<file path="src/rtl/instr_fetch.sv">
// Fetch stage: owns the PC, drives a 1-cycle synchronous ROM and applies redirects.
// Optional run-cycle counter enabled by INSTR_FETCH_CYCCNT_EN.
module instr_fetch #(
  parameter int PCW = 10,
  parameter int IW = 9,
  parameter int OFFW = 6,
  parameter logic [IW-1:0] HALT_CODE = 9'h1FF
) (
  input  logic            clk,
  input  logic            reset,
  input  logic            start,
  input  logic [PCW-1:0]  start_addr,
  output logic            done,
  output logic [PCW-1:0]  instr_addr,
  input  logic [IW-1:0]   instr_data,
  output logic [IW-1:0]   instr,
  output logic [PCW-1:0]  instr_pc,
  output logic            instr_valid,
  input  logic            stall,
  input  logic            branch_taken,
  input  logic [OFFW-1:0] branch_offset,
  input  logic            jump,
  input  logic [PCW-1:0]  jump_target,
  output logic [15:0]     cycle_count
);

  typedef enum logic [1:0] {
    S_IDLE,
    S_PRIME,
    S_RUN,
    S_DONE
  } state_t;

  state_t         state, state_nxt;
  logic [PCW-1:0] pc, pc_nxt;
  logic [PCW-1:0] issue_pc, issue_nxt;
  logic           squash, squash_nxt;
  logic           done_nxt;
  logic           valid, advance, halt, redirect;
  logic [PCW-1:0] off_ext, target;

  assign valid    = (state == S_RUN) && !squash;
  assign advance  = valid && !stall;
  assign halt     = advance && (instr_data == HALT_CODE);
  assign redirect = advance && !halt && (jump || branch_taken);
  assign off_ext  = {{(PCW-OFFW){branch_offset[OFFW-1]}}, branch_offset};
  assign target   = jump ? jump_target : issue_pc + off_ext;

  assign instr_valid = valid;
  assign instr       = valid ? instr_data : '0;
  assign instr_pc    = issue_pc;

  always_ff @(posedge clk or posedge reset) begin
    if (reset) begin
      state    <= S_IDLE;
      pc       <= '0;
      issue_pc <= '0;
      squash   <= 1'b0;
      done     <= 1'b0;
    end else begin
      state    <= state_nxt;
      pc       <= pc_nxt;
      issue_pc <= issue_nxt;
      squash   <= squash_nxt;
      done     <= done_nxt;
    end
  end

  always_comb begin
    state_nxt  = state;
    pc_nxt     = pc;
    issue_nxt  = issue_pc;
    squash_nxt = squash;
    done_nxt   = done;
    instr_addr = pc;
    unique case (state)
      S_IDLE, S_DONE: begin
        if (start) begin
          pc_nxt    = start_addr;
          done_nxt  = 1'b0;
          state_nxt = S_PRIME;
        end
      end
      S_PRIME: begin
        pc_nxt     = pc + PCW'(1);
        issue_nxt  = pc;
        squash_nxt = 1'b0;
        state_nxt  = S_RUN;
      end
      S_RUN: begin
        if (squash) begin
          pc_nxt     = pc + PCW'(1);
          issue_nxt  = pc;
          squash_nxt = 1'b0;
        end else if (stall) begin
          // re-read the held address so instr stays stable
          instr_addr = issue_pc;
        end else if (halt) begin
          state_nxt = S_DONE;
          done_nxt  = 1'b1;
        end else if (redirect) begin
          pc_nxt     = target;
          squash_nxt = 1'b1;
        end else begin
          pc_nxt    = pc + PCW'(1);
          issue_nxt = pc;
        end
      end
      default: ;
    endcase
  end

`ifdef INSTR_FETCH_CYCCNT_EN
  logic [15:0] cnt;
  always_ff @(posedge clk or posedge reset) begin
    if (reset) begin
      cnt <= '0;
    end else if ((state == S_IDLE || state == S_DONE) && start) begin
      cnt <= '0;
    end else if ((state == S_PRIME || state == S_RUN) && cnt != 16'hFFFF) begin
      cnt <= cnt + 16'd1;
    end
  end
  assign cycle_count = cnt;
`else
  assign cycle_count = '0;
`endif

endmodule

</file>
<file path="config.mk">
export PLATFORM = sky130hd
export DESIGN_NAME = instr_fetch
export DESIGN_NICKNAME = d
export VERILOG_FILES = /design/src/rtl/instr_fetch.sv
export SDC_FILE = /design/constraint.sdc
export NUM_CORES = 1
export LEC_CHECK = 0
export ABC_AREA = 0
export CAP_MARGIN = 20
export CORE_UTILIZATION = 48
export CTS_CLUSTER_DIAMETER = 40
export DETAILED_ROUTE_END_ITERATION = 7
export PLACE_DENSITY = 0.91
export RECOVER_POWER = 50
export SYNTH_ARGS = -nofsm -noshare
export SYNTH_HDL_FRONTEND = slang
export SYNTH_SLANG_ARGS = --single-unit
export TNS_END_PERCENT = 50
</file>
<file path="constraint.sdc">
create_clock -name clk -period 6.3 [get_ports clk]
set_input_delay 1.575 -clock clk [delete_from_list [all_inputs] [get_ports clk]]
set_output_delay 1.575 -clock clk [all_outputs]
set_load 0.005 [all_outputs]
</file>
# Word-level counts from Yosys, hierarchy flattened
# Cells that the tools add are included.
# word_totals
out_inout_bits	47
register_bits	24
inputBits	41
word_cells	66
# op_classes
n_addsub	2
eq_ne	11
n_mux	31
n_reduce_logical	17
# ops
operator	n
$mux W10	13
$pmux W10 S3	1
$pmux W10 S2	1
$add A10 B1 Y10 const B	1
$add A10 B10 Y10	1
$eq A9 B9 Y1 const B	1
$mux W9	1
$ne A3 B3 Y1 const B	3
$mux W1	8
$mux W2	4
$ne A2 B2 Y1 const B	4
$reduce_and A4 Y1	2
$pmux W2 S3	1
$logic_and A1 B1 Y1	5
$reduce_and A5 Y1	1
$eq A2 B2 Y1 const B	2
$pmux W1 S2	2
$reduce_bool A2 Y1	2
$logic_not A1 Y1	3
$reduce_and A3 Y1	1
$eq A2 B1 Y1 const B	1
$logic_not A2 Y1	1
$reduce_or A2 Y1	1
$logic_or A1 B1 Y1	1

# Depth between registers and ports, before layout
# logic_depth
word_depth	12
depth_mapped	10
mapped_depth_nobuf	9

# Worst setup path after synthesis
# OpenSTA, ideal clock, no wires.
# synth_timing
path_kind	input -> output
from	input port stall
to	output port instr_addr[4]
t_required_ns	4.725
cell_stages	3
setup_slack_ns	2.251
arrival_time_ns	2.474
path_cell_list	inv_1 > nor2_1 > mux2_2
# synth_between
elab_chain_cells	3
# synth_rtl
element	line	rtl
start: declaration	19	input logic stall,
$mux W10	95	end else if (stall) begin
$mux W10	91	if (squash) begin
$mux W10	76	unique case (state)
end: declaration	14	output logic [PCW-1:0] instr_addr,
# Every way passes these cells.

# Worst setup path in the final report
# layout_timing
from	input port stall
to	output port instr_addr[6]
# The elaborated chain is that of the path after synthesis.

==> results.py <==
metrics = {
    "sta": {
        "achievable-frequency_mhz": 195,
        "finalCritPeriodShare_pct": 81.5,
        "timing.setup.tns_ps": 0,
        "finalClockSkew_ps": 3.11,
        "finalSetupViolations": 0,
        "min_period_ps": 5130,
        "setup_repair_after_global_routing_missed_its_margin": "false",
        "report.final.hold_viol_count": 0,
        "timing.slew.headroom_pct": 36.2,
        "slew_violations": 0,
        "tightest_pin_transition_ps": 956,
    },
    "synth": {
        "synth_seq_area_share_pct": 26.6,
        "synth.lib_cells_used.distinct": 54,
        "synthCells": 257,
        "synth_top_flop_cell": "dfrtp_1",
        "post_synthesis_area_per_instance_um2": 8.79,
        "post_synthesis_cell_area_um2": 2260,
        "yosys_warnings": 0,
        "synth_enable_flop_cells": 0,
        "synth.ff_latch_count": 24,
        "async_reset_ff_share_pct": 100,
    },
    "placed_design": {
        "detailed_place_hpwl_um": 4480,
        "placement.io_buffers": 71,
        "finalWeightedCongestion": 0.839,
        "placedCellCount": 374,
    },
    "clock_tree": {
        "clkLatencyLatePin_ps": 270,
        "clk_root_buffer_cell": "clkbuf_8",
        "cts.htree.levels": 1,
        "tritoncts": "built",
        "cts-buffers-inserted": 3,
        "clk_transition_reported_paths_ps": 90,
        "cts_max_path_buffers": 2,
        "cts_num_sinks": 24,
        "cts_post_setup_buffers_inserted": 0,
        "cts_resized": 0,
        "ctsHoldBuffers": 0,
    },
    "floorplan": {
        "die-area_um2": 4990,
        "die_w_um": 70.6,
        "dieHeight_um": 70.6,
        "num_rows": 24,
        "io-pin-count": 88,
        "core_area_um2": 4440,
        "initial_utilization_pct": 50.8,
    },
    "pwr": {
        "cellLeakagePower_nw": 1.32,
        "worst_ir_drop_vdd_mv": 0.237,
        "cellPowerDensity_nw_per_um2": 477,
    },
    "run_status": {
        "violations": "design-rule violations",
        "result_of_the_run": "finished, violations left",
    },
    "min_path": {
        "timing.hold.worst.start": "squash$_DFFE_PP0N_",
        "number_of_stages_on_the_worst_hold_path": 2,
        "holdCritPathClass": "reg2reg",
    },
    "drt": {
        "wl_per_cell_um": 15.7,
        "drt-total-wl_um": 5940,
        "detail_route.iter0.violations": 123,
        "detail_route.drc_violations": 20,
        "ant_nets": 0,
        "num_vias": 2145,
        "first_pass_iters": 6,
        "avgViaCountPerCell": 5.67,
    },
    "grt": {
        "global_route_total_usage_across_every_layer_pct": 24.8,
        "grt_max_degree": 25,
        "grt_overflow_total": 0,
        "via_count_of_the_first_global_routing_pass": 2207,
        "grt_first_pass_wirelength_um": 10000,
        "grt_antenna_before_repair": 0,
    },
    "worst_setup_path": {
        "cp_max_fo": 6,
        "critPathLaunchType": "input port",
        "critical_path.startpoint": "stall",
        "timing.critical_path.slowest_cell_delay_ps": 510,
        "required_ps": 4720,
        "critical_path_cell_count": 6,
        "crit_arrival_ps": 3560,
        "crit_chain": "clkdlybuf4s50_1, inv_1, nor2_1, buf_4, mux2_2, clkdlybuf4s50_1",
        "timing.critical_path.max_delay_family": "buffers and inverters",
        "critPathMostFrequentCell": "clkdlybuf4s50_1",
        "r2r.worst_path.cells": 8,
        "criticalPathCategory": "in2out",
        "cp.buffers_inverters": 4,
        "critical_path.slowest_cell": "clkdlybuf4s50_1",
        "setup.worst_path.end_class": "primary output",
        "regToRegStartpoint": "state[0]$_DFFE_PP0P_",
    },
    "cells_and_area": {
        "insertedDiodeCount": 0,
        "area_growth_pct": 32.8,
        "post_route_cells_drive_above_1_share_pct": 11.0,
        "finish.net_count": 382,
        "fin_cells": 378,
    },
    "run": {
        "maxCapViolCount": 0,
    },
}
worst register-to-register path, delay by kind of cell, from the launching register on:
family | cells | cell delay [ps]
AND/OR/NAND/NOR | 3 | 960
flip-flops | 1 | 390
buffers and inverters | 2 | 330
adder cells (fa/ha/maj) | 1 | 490
AO/OA/AOI/OAI | 2 | 330
state kept, by name, indices dropped and copies added, names as in the netlist:
| signal | flops |
|---|---|
| done | 1 |
| instr_pc | 10 |
| pc | 10 |
| squash | 1 |
| state | 2 |
where the power goes:
| group | leakage [nW] | internal (W) | switching (W) |
|---|---|---|---|
| Sequential | 0.286 | 0.000235 | 0.0000990 |
| Combinational | 1.01 | 0.000515 | 0.000472 |
| Clock | 0.0288 | 0.0000559 | 0.0000535 |
synth_stat cells (3+ instances only):
cell type | n | area share (%)
clkbuf_1 | 3 | 0.50
and2_1 | 8 | 2.2
a221oi_1 | 6 | 2.3
nand2_1 | 22 | 3.7
nand3_1 | 7 | 1.6
o21ai_0 | 17 | 3.8
a31oi_1 | 4 | 1.1
xor2_1 | 4 | 1.6
nor3_1 | 4 | 0.89
nor4_1 | 4 | 1.1
and3_1 | 5 | 1.4
nand2b_1 | 3 | 0.83
buf_4 | 17 | 5.6
o31ai_1 | 3 | 1.0
a21o_1 | 4 | 1.3
o22ai_1 | 3 | 0.83
mux2_4 | 9 | 6.0
a21oi_1 | 11 | 2.4
ha_1 | 13 | 7.2
xnor2_1 | 9 | 3.5
mux2_2 | 8 | 4.0
mux2i_1 | 3 | 1.3
a211oi_1 | 4 | 1.3
inv_1 | 16 | 2.7
dfrtp_1 | 24 | 27
nor2_1 | 15 | 2.5
kinds of logic (layout without fill, tap and decap cells):
| logic type | count (synthesis) | after routing | share of synthesized area [%] |
|---|---|---|---|
| xor gates and xnor gates | 13 | 13 | 5.04 |
| DFF | 24 | 24 | 26.6 |
| muxes | 20 | 20 | 11.3 |
| AOI/OAI and AO/OA | 63 | 63 | 19.2 |
| other | 1 | 16 | 0.166 |
| adders and majority gates | 14 | 14 | 8.08 |
| and+or+nand+nor | 82 | 82 | 20.0 |
| buffers and inverters | 40 | 94 | 9.63 |
cell type report:
class                      count  area, um2
clock buffer                   4       55.1
fill                         352       1440
timing repair buffer          72        718
tap                           52       65.1
inverter                      18       68.8
sequential                    24        601
multi-input combinational    208       1490
layout by cell type (no fill, tap or decap), drive strengths merged, types with 2 or more instances in the layout:
cell type and count:
clkdlybuf4s50 57, dfrtp 24, nand2 24, o21ai 18, inv 17, mux2 17, conb 16, nor2 16
dlygate4sd3 14, ha 13, a21oi 12, xnor2 9, and2 9, nand3 7, a221oi 6, and3 5
nor3 5, nand2b 5, xor2 4, nor4 4, a211oi 4, a21o 4, a31oi 4, clkbuf 4
o31ai 3, o22ai 3, mux2i 3, a311oi 2, o31a 2
per-stage QoR:
step	utilization [%]	power [W]	setup slack [ps]	cell area [um2]	hold WS, ps
after floorplan	-	0.000983	2250	2320	471
after global placement	66.4	0.00128	1220	2950	498
after detailed placement	66.4	0.00132	1180	2950	508
after CTS	67.6	0.00143	1170	3010	528
after global routing	67.5	0.00154	1070	3000	544
final	67.5	0.00143	1170	3000	529
final timing paths:
path                                      end  slack, ps
setup / recovery                instr_addr[6]       1170
min in group asynchronous    done$_DFFE_PP0P_       1960
hold / removal             squash$_DFFE_PP0N_        530
setup reg to reg            pc[3]$_DFFE_PP0P_       3670
hold reg to reg            squash$_DFFE_PP0N_        530
max in group asynchronous   pc[3]$_DFFE_PP0P_       3770
metal layers:
layer / routed length [um] / up-vias / GRT usage (%) / share of wire, %
li1: - / 1028 / - / -
met1: 2530 / 1004 / 31.6 / 43
met2: 2850 / 105 / 44.0 / 48
met3: 493 / 8 / 3.70 / 8.3
met4: 63 / 0 / 6.89 / 1.1
met5: 0 / - / 0 / 0
No activity file was read; power rests on OpenSTA's default activity.
